**src/rtl/if_fetch_unit.sv**
```systemverilog
// Instruction-fetch stage: owns the PC, keeps one request in flight to a variable-latency
// instruction memory, buffers the returned word for IF/ID and handles stall and redirect.
module if_fetch_unit #(
    parameter logic [31:0] RESET_PC = 32'h0000_0000
) (
    input  logic        clk_i,
    input  logic        rst_i,
    input  logic        stall_i,
    input  logic        branch_i,
    input  logic [31:0] branch_target_i,
    output logic        imem_req_o,
    output logic [31:0] imem_addr_o,
    input  logic        imem_ready_i,
    input  logic        imem_rvalid_i,
    input  logic [31:0] imem_rdata_i,
    output logic        valid_o,
    output logic [31:0] instr_o,
    output logic [31:0] pc_o
);

    typedef enum logic [1:0] {
        StReq,
        StWait,
        StFull
    } state_e;

    state_e      state_q;
    logic [31:0] pc_q;
    logic [31:0] buf_q;
    logic [31:0] pc_out_q;
    logic        drop_q;
    logic [31:0] target;
    logic        unused_tgt_bits;

    assign target          = {branch_target_i[31:2], 2'b00};
    assign unused_tgt_bits = ^branch_target_i[1:0];

    always_ff @(posedge clk_i) begin
        if (rst_i) begin
            state_q  <= StReq;
            pc_q     <= {RESET_PC[31:2], 2'b00};
            buf_q    <= 32'h0;
            pc_out_q <= 32'h0;
            drop_q   <= 1'b0;
        end else begin
            unique case (state_q)
                StReq: begin
                    // A redirect suppresses the request, so acceptance cannot happen here.
                    if (branch_i) begin
                        pc_q <= target;
                    end else if (imem_ready_i) begin
                        state_q <= StWait;
                    end
                end
                StWait: begin
                    if (imem_rvalid_i) begin
                        if (drop_q || branch_i) begin
                            drop_q  <= 1'b0;
                            state_q <= StReq;
                            if (branch_i) begin
                                pc_q <= target;
                            end
                        end else begin
                            buf_q    <= imem_rdata_i;
                            pc_out_q <= pc_q;
                            state_q  <= StFull;
                        end
                    end else if (branch_i) begin
                        // Response still owed by memory; remember to throw it away.
                        pc_q   <= target;
                        drop_q <= 1'b1;
                    end
                end
                StFull: begin
                    if (branch_i) begin
                        pc_q    <= target;
                        state_q <= StReq;
                    end else if (!stall_i) begin
                        pc_q    <= pc_q + 32'd4;
                        state_q <= StReq;
                    end
                end
                default: state_q <= StReq;
            endcase
        end
    end

    assign imem_req_o  = (state_q == StReq) && !branch_i;
    assign imem_addr_o = pc_q;
    assign valid_o     = (state_q == StFull);
    assign instr_o     = (state_q == StFull) ? buf_q : 32'h0;
    assign pc_o        = pc_out_q;

endmodule

```
**config.mk**
```make
export PLATFORM = sky130hd
export DESIGN_NAME = if_fetch_unit
export DESIGN_NICKNAME = d
export VERILOG_FILES = /design/src/rtl/if_fetch_unit.sv
export SDC_FILE = /design/constraint.sdc
export NUM_CORES = 1
export LEC_CHECK = 0
export BUFFER_PORTS_ARGS = -buffer_cell sky130_fd_sc_hd__buf_2
export CAP_MARGIN = 10
export CORE_UTILIZATION = 45
export CTS_CLUSTER_DIAMETER = 100
export DETAILED_ROUTE_END_ITERATION = 7
export PLACE_DENSITY = 0.75
export SKIP_LAST_GASP = 1
export SLEW_MARGIN = 0
export SYNTH_ARGS = -nofsm -noshare
export SYNTH_HDL_FRONTEND = slang
export SYNTH_SLANG_ARGS = --single-unit
```
**constraint.sdc**
```tcl
create_clock -name clk_i -period 3.72 [get_ports clk_i]
set_input_delay 0.372 -clock clk_i [delete_from_list [all_inputs] [get_ports clk_i]]
set_output_delay 0.372 -clock clk_i [all_outputs]
set_load 0.02 [all_outputs]
```
Word-level counts from Yosys, hierarchy flattened

Index checks and enable logic that the tools add are counted.

Muxes and demuxes: 17
$add $sub $neg: 1
Reductions and logical operators: 10
Bitwise operators: 1
Eq/ne operators: 8

Operators by type and width:

| kind                                                                    | number |
|---|---|
| 32-bit 2-to-1 mux                                                       | 6 |
| 32-bit one-hot mux with 3 select lines                                  | 1 |
| 32-bit by 3-bit adder with 32-bit output, second input constant         | 1 |
| 2-bit 2-to-1 mux                                                        | 6 |
| 3-bit AND reduction                                                     | 3 |
| 2-bit inequality test, second input constant                            | 3 |
| 3-bit inequality test, second input constant                            | 2 |
| 2-bit one-hot mux with 3 select lines                                   | 1 |
| 4-bit AND reduction                                                     | 1 |
| 1-bit 2-to-1 mux                                                        | 3 |
| 3-bit nonzero test                                                      | 1 |
| 2-bit by 1-bit == test with 1-bit output, second input constant         | 1 |
| 2-bit == test, second input constant                                    | 1 |
| 2-bit zero test                                                         | 1 |
| 2-bit by 1-bit inequality test with 1-bit output, second input constant | 1 |
| 2-bit nonzero test                                                      | 1 |
| 1-bit logical AND                                                       | 1 |
| 1-bit zero test                                                         | 1 |
| 1-bit logical OR                                                        | 1 |
| 1-bit NOT                                                               | 1 |

Word-level logic and storage cells: 42
Output and inout port bits: 98
Input bits: 70
Flip-flop bits (word level): 99

Depth between registers and ports, before layout

Gate-level depths: netlist of the first run.

Depth in word-level cells: 4
Gate-level depth with buffers: 8
Depth with buffers taken out: 6

Worst setup path after synthesis of the first run

OpenSTA, ideal clock, no wires.

Path kind: register -> register
Start point: register pc_q[9], in the netlist imem_addr_o[9]
End point: register pc_q[21], in the netlist imem_addr_o[21]
Setup time: 103 ps
Data arrival time: 1827 ps
Slack: 1789 ps
Required time: 3617 ps
Path buffers: 1
Clock period less this slack: 1931 ps
Stages on the path, launching flop included: 7
Cell sequence: dfxtp_1 > nand3_1 > or4_1 > buf_2 > nor2_2 > a311oi_1 > a2111oi_2

Longest elaborated chain between the ends: 4

Ends and longest elaborated chain:

| element                                  | RTL line | text |
|---|---|---|
| start, declared                          | 28       | `logic [31:0] pc_q;` |
| start signal, assigned                   | 41       | `pc_q <= {RESET_PC[31:2], 2'b00};` |
| start signal, assigned                   | 50       | `pc_q <= target;` |
| start signal, assigned                   | 61       | `pc_q <= target;` |
| 32-bit by 3-bit adder with 32-bit output | 79       | `pc_q <= pc_q + 32'd4;` |
| 32-bit 2-to-1 mux                        | 78       | `end else if (!stall_i) begin` |
| 32-bit 2-to-1 mux                        | 75       | `if (branch_i) begin` |
| 32-bit one-hot mux with 3 select lines   | 46       | `unique case (state_q)` |

No other way between the ends. The select of a mux whose other input is x is not followed.
A chain may end at the register's enable or synchronous reset.

Worst setup path in the final report of the first run

Start point: register state_q[0]
End point: register buf_q[16]

Longest elaborated chain between the ends: 2

Ends and longest elaborated chain:

| element                                  | RTL line | text |
|---|---|---|
| start, declared                          | 27       | `state_e state_q;` |
| start signal, assigned                   | 40       | `state_q <= StReq;` |
| start signal, assigned                   | 52       | `state_q <= StWait;` |
| start signal, assigned                   | 59       | `state_q <= StReq;` |
| 2-bit by 1-bit == test with 1-bit output | 46       |  |
| 3-bit AND reduction (no source line)     | -        |  |
| end signal, assigned                     | 64       | `buf_q <= imem_rdata_i;` |
| end, declared                            | 29       | `logic [31:0] buf_q;` |

No other way between the ends.

==> flow_summary_export.csv, run 1 <==
group,metric,value,unit
min_path,hold_depth,2,
worst_setup_path,cp_max_fo,63,
timing,fin_tns_setup,0,ns
worst_setup_path,cp-end-kind,"register",
clocking,cts-buffers-inserted,9,
drt,ant_nets,0,
floorplan,core,9819,um2
timing,min_period,2.289,ns
drt,drtIter0Drc,262,
clocking,cts.sinks,95,
power_and_ir_drop,power.leakage,0.002364,uW
drt,drcViolationCount,0,
clocking,clockBufferDepth,2,
placement,place_congestion,0.8856,
synth,ys_seq_elements,95,
power_and_ir_drop,powerDensity,379.0,nW/um2
clocking,post-cts-setup-buffers,0,
synth,yosys.area_share.simple,0.3120,
drt,drt-total-wl,12.18,mm
synth,synth_xor_area_frac,0,
synth,syn-cell-area,4568,um2
floorplan,row_count,36,
synth,synth_warnings,0,
global_route,overflow,0,
floorplan,die_h,102.8,um
global_route,grt_max_degree,71,
flow_run,cap_viol_max_count,0,
synth,synth_top_family_by_area,"simple AND/OR/NAND/NOR gates",
power_and_ir_drop,vdd_drop_max,0.0002157,V
floorplan,die_area,10560,um2
clocking,cts_max_level,3,
finish,fin_area,5597,um2
worst_setup_path,crit_type,"register to register",
clocking,worstSkewPairLatency,0.36,ns
synth,synth_seq_area_share,0.4163,
drt,viasPerCell,5.320,
drt,wl_per_cell,13.87,um
timing,relSlewSlack,0.2574,
global_route,grt_pass1_vias,4119,
timing,finalSetupViolCount,0,
clocking,clk_pin_slew,0.09,ns
worst_setup_path,cp-start-kind,"register",
global_route,grt_pass1_wl,19.02,mm
synth,netlist.area_leader.share,0.4163,
synth,syn_inst,610,
synth,synth_top_area_cell,"dfxtp_1",
finish,post-route-util,0.5700,
finish,drive_gt1_frac,0.2644,
timing,holdWs,0.2431,ns
placement,dp_hpwl,8.290,mm
global_route,antenna_found_initial,0,
placement,port_buffers,161,
finish,nets,811,
placement,post_dp_cell_area,5353,um2
floorplan,pin_count,168,
global_route,track_usage,0.2263,
synth,avgSynthCellArea,7.489,um2
drt,dr.pass1.iters,5,
worst_setup_path,rr_worst_depth,5,
worst_setup_path,crit_arrival,2.49,ns
floorplan,start_util,0.4652,
timing,rsz0062_at_grt,"no",
clocking,ctsResizeCount,0,
finish,fillers,962,
synth,synth_adder_area_share,0.002739,
floorplan,die_width,102.8,um
finish,diodes,0,
timing,hold_viol,0,
timing,tightest_slew,1.114,ns
timing,fin_crit_sh,0.6154,
synth,synth-compound-area-share,0.1884,
finish,area_growth,22.51,%
min_path,min_path_type,"input port to register",
outcome,outcome,"finished clean",
timing,fin_skew,0.01532,ns
timing,maxSlewViolCount,0,
timing,fmax,436.8,MHz
synth,synth_area_leaders,"dfxtp_1 42%, nand2_1 13%, a21oi_1 11%, and2_1 4.8%, clkbuf_1 3.0%",
clocking,ctsHoldBuffers,0,
drt,num_vias,4671,
worst_setup_path,cp.required,3.92,ns
clocking,root_buffer,"clkbuf_8",
clocking,cts_tree,"done",
synth,synth_mux_area_frac,0.01780,
synth,synth.distinct_cells,51,
==> cell usage in the layout, fill, tap and decap left out, types with 2 or more instances in the layout <==
| cell | synthesis | routed |
|---|---|---|
| and3_2 | 2 | 2 |
| a21oi_1 | 101 | 101 |
| and3_1 | 10 | 10 |
| nor4_1 | 13 | 13 |
| clkbuf_8 | 4 | 9 |
| bufinv_16 | 0 | 3 |
| conb_1 | 1 | 4 |
| or3b_2 | 2 | 2 |
| mux2i_1 | 7 | 7 |
| a311oi_1 | 2 | 2 |
| nor3_1 | 9 | 9 |
| a211oi_1 | 4 | 4 |
| buf_4 | 5 | 7 |
| nand4_1 | 8 | 8 |
| o32ai_1 | 3 | 3 |
| nand2b_1 | 4 | 4 |
| o21ai_0 | 16 | 15 |
| dfxtp_1 | 95 | 95 |
| inv_1 | 5 | 5 |
| or3_1 | 4 | 3 |
| nor2b_1 | 3 | 3 |
| and4_1 | 2 | 2 |
| a21o_1 | 2 | 2 |
| o21a_1 | 2 | 2 |
| and2_1 | 35 | 35 |
| nand2_1 | 155 | 155 |
| o22ai_1 | 9 | 9 |
| or4_1 | 2 | 2 |
| buf_2 | 4 | 160 |
| a31oi_1 | 5 | 5 |
| a2bb2oi_1 | 2 | 2 |
| nor2_1 | 22 | 22 |
| nand3_1 | 18 | 18 |
==> logic make-up after synthesis <==
kind of cell,Yosys count
compound gates,153
fa+ha+maj,1
buf+inv,56
flops,95
mux,8
other cells,1
simple gates,296
==> power breakdown <==
part / internal (uW) / switching [uW] / leakage (uW)
registers: 1050 / 45.4 / 0.000773
logic: 82.5 / 129 / 0.00147
clock network: 449 / 370 / 0.000120
total: 1580 / 544 / 0.00236
==> registers in the layout, summed over array words and instances (netlist names) <==
name / cells
buf_q: 32
imem_addr_o: 30
pc_o: 30
state_q: 2
drop_q: 1
==> worst max-delay path: stages (launching register included) <==
cell     delay, ns
dfxtp_1       0.54
nor2b_1       0.26
nand2_1       0.13
or3_2         0.90
nand2_1       0.22
a21oi_1       0.09
==> through the flow <==
stage                     std cells  total power, uW  setup slack (ns)
after floorplan                 613             1241             1.789
after detailed placement        862             1324             1.410
after CTS                       878             2140             1.389
after global placement          862             1318             1.476
final                           878             2121             1.431
after global routing            878             2208             1.210
==> Yosys cell counts, drive strengths merged <==
cell type    n
a2111oi      1
a211oi       4
a21o         2
a21oi      101
a22oi        1
a2bb2oi      2
a311oi       2
a31oi        5
and2        35
and2b        1
and3        12
and4         2
buf         10
clkbuf      41
conb         1
dfxtp       95
ha           1
inv          5
mux2         1
mux2i        7
nand2      155
nand2b       4
nand3       18
nand3b       1
nand4        9
nor2        23
nor2b        3
nor3        10
nor3b        1
nor4        14
o211a        1
o21a         2
o21ai       16
o221ai       1
o22ai        9
o31a         1
o31ai        1
o32ai        3
o41ai        1
or3          4
or3b         2
or4          2
==> path summary, 6_finish.rpt <==
| kind | slack (ns) | end | startpoint |
|---|---|---|---|
| setup / recovery | 1.43 | buf_q[16] | state_q[0] |
| hold / removal | 0.24 | drop_q | imem_rvalid_i |
| setup reg to reg | 1.43 | buf_q[16] | state_q[0] |
| hold reg to reg | 0.45 | buf_q[2] | buf_q[2] |
==> layout make-up <==
class	instances	area [um2]	area share
well taps	133	166.4	0.02973
flip-flops and latches	95	1902	0.3398
clock buffers	9	123.9	0.02213
clock inverters	7	120.1	0.02146
repair buffers	167	853.3	0.1525
multi-input cells	462	2412	0.4310
inverters	5	18.77	0.003353
==> layer usage <==
metal / GRT usage / vias up / share of wire
li1: - / 2354 / -
met1: 0.2862 / 2140 / 0.45
met2: 0.3841 / 168 / 0.47
met3: 0.04678 / 9 / 0.071
met4: 0.07692 / 0 / 0.010
met5: 0 / - / 0
No activity file was read; power rests on OpenSTA's default activity.
==> run 2, diff against run 1 <==
ABC_AREA = 1   (was not set)
clock period = 2.4 ns   (was 3.72 ns; I/O delays follow)
==> flow_summary_export.csv, run 2 <==
group,metric,value,unit
outcome,outcome,"finished clean",
timing,min_period,1.858,ns
timing,fin_crit_sh,0.7742,
global_route,grt_pass1_wl,21.36,mm
worst_setup_path,cp-end-kind,"register",
timing,finalSetupViolCount,0,
floorplan,pin_count,168,
finish,largest_reg_flops,32,
timing,holdWs,0.1111,ns
worst_setup_path,crit_arrival,2.11,ns
floorplan,die_width,103.9,um
synth,synthArstFlopShare,0,
min_path,min_path_type,"input port to register",
finish,area_growth,21.51,%
finish,fin_area,5675,um2
drt,drt-total-wl,13.48,mm
drt,viasPerCell,4.968,
finish,top_register,"buf_q",
synth,syn-cell-area,4671,um2
drt,ant_nets,0,
floorplan,die_area,10790,um2
placement,dp_hpwl,9.615,mm
synth,synth_warnings,0,
global_route,track_usage,0.2477,
synth,synth_seq_area_share,0.4072,
timing,relSlewSlack,0.5160,
floorplan,core,9910,um2
clocking,cts.sinks,95,
placement,dp_cells,970,
finish,nets,919,
power_and_ir_drop,powerDensity,550.4,nW/um2
drt,num_vias,4898,
clocking,cts-buffers-inserted,9,
flow_run,cap_viol_max_count,0,
synth,avgSynthCellArea,6.597,um2
global_route,antenna_found_initial,0,
min_path,hold_depth,3,
synth,syn_inst,708,
synth,synth_common_cells,"142 x nand2_1, 107 x nor2_1, 95 x dfxtp_1",
timing,fin_tns_setup,0,ns
synth,netlist.area_leader.share,0.4072,
clocking,ctsResizeCount,0,
drt,wl_per_cell,13.67,um
global_route,overflow,0,
clocking,cts_tree,"done",
synth,synth_area_leaders,"dfxtp_1 41%, nand2_1 11%, a21oi_1 9.5%, o21ai_0 9.1%, nor2_1 8.6%",
global_route,grt_max_degree,69,
finish,final_cell_mix,"161 x buf_2, 141 x nand2_1, 107 x nor2_1",
synth,yosys.cell_count.top_type,"nand2_1",
drt,drcViolationCount,0,
clocking,ctsHoldBuffers,0,
finish,drive_gt1_frac,0.2345,
clocking,post-cts-setup-buffers,0,
synth,synth_ff_type,"dfxtp_1",
synth,synth.distinct_cells,27,
worst_setup_path,crit_type,"register to register",
clocking,clk_pin_slew,0.10,ns
worst_setup_path,rr_worst_depth,10,
synth,ys_seq_elements,95,
timing,maxSlewViolCount,0,
floorplan,row_count,36,
drt,drtIter0Drc,524,
power_and_ir_drop,p_total,3124,uW
finish,diodes,0,
floorplan,start_util,0.4713,
finish,final_common_cell,"buf_2",
timing,tightest_slew,0.7250,ns
floorplan,die_h,103.9,um
placement,port_buffers,161,
drt,dr.pass1.iters,5,
worst_setup_path,cp_max_fo,6,
worst_setup_path,cp-start-kind,"register",
power_and_ir_drop,vdd_drop_max,0.0003251,V
clocking,root_buffer,"clkbuf_8",
timing,fin_skew,0.01039,ns
clocking,clockBufferDepth,2,
synth,synth_edf_count,0,
finish,finalNonFillerCells,986,
clocking,worstSkewPairLatency,0.37,ns
synth,synth_top_area_cell,"dfxtp_1",
clocking,cts_max_level,3,
placement,place_congestion,0.8926,
timing,fmax,538.2,MHz
worst_setup_path,cp.required,2.66,ns
timing,hold_viol,0,
timing,rsz0062_at_grt,"no",
power_and_ir_drop,power.leakage,0.002416,uW
global_route,grt_pass1_vias,4254,
placement,post_dp_cell_area,5487,um2
[run 2: worst max-delay path, cell delays in order (launching register included)]
cell     delay, ns
dfxtp_1       0.42
ha_1          0.23
inv_1         0.09
nor2_1        0.24
nand2_1       0.18
nor2_1        0.23
nand3_1       0.11
nand2_1       0.07
nand2_1       0.04
nand2_1       0.08
a21oi_1       0.05
[run 2: logic make-up after synthesis]
| group | count (synthesis) | synth area share |
|---|---|---|
| AND/OR/NAND/NOR | 297 | 0.2553 |
| AO/OA/AOI/OAI | 198 | 0.2250 |
| adder cells (fa/ha/maj) | 1 | 0.002678 |
| flip-flops | 95 | 0.4072 |
| other | 1 | 0.0008029 |
| buffers and inverters | 116 | 0.1090 |
[run 2: path summary, 6_finish.rpt]
path	start	to	slack [ns]
hold reg to reg	buf_q[16]	buf_q[16]	0.46
setup / recovery	imem_addr_o[3]	imem_addr_o[22]	0.54
hold / removal	branch_target_i[8]	imem_addr_o[8]	0.11
setup reg to reg	imem_addr_o[3]	imem_addr_o[22]	0.54
[run 2: area by class of cell]
type                            instances  area (um2)
Fill cell                            1015        4234
Multi-Input combinational cell        500        2278
Sequential cell                        95        1902
Timing Repair Buffer                  169       865.8
Inverter                               73       274.0
Tap cell                              133       166.4
Clock buffer                            9       123.9
Clock inverter                          7       65.06
[run 2: report_power, final]
group	internal, uW	switching (uW)
combinational	148	255
sequential	1640	66.5
clock	398	618
total	2180	939
[run 2: metrics by stage]
step             util  setup WS [ns]
2_1_floorplan       -         0.7567
6_report       0.5727         0.5420
3_5_place_dp   0.5537         0.5652
5_1_grt        0.5727         0.2583
3_3_place_gp   0.5537         0.5793
4_1_cts        0.5727         0.5349
[run 2: metal layers]
layer  vias to the layer above  global-route usage  wire, um
met5                         -                   0         0
met3                        20             0.05263       849
met2                       183              0.3876      6000
li1                       2557                   -         -
met1                      2138              0.3349      6266
met4                         0             0.09184       359
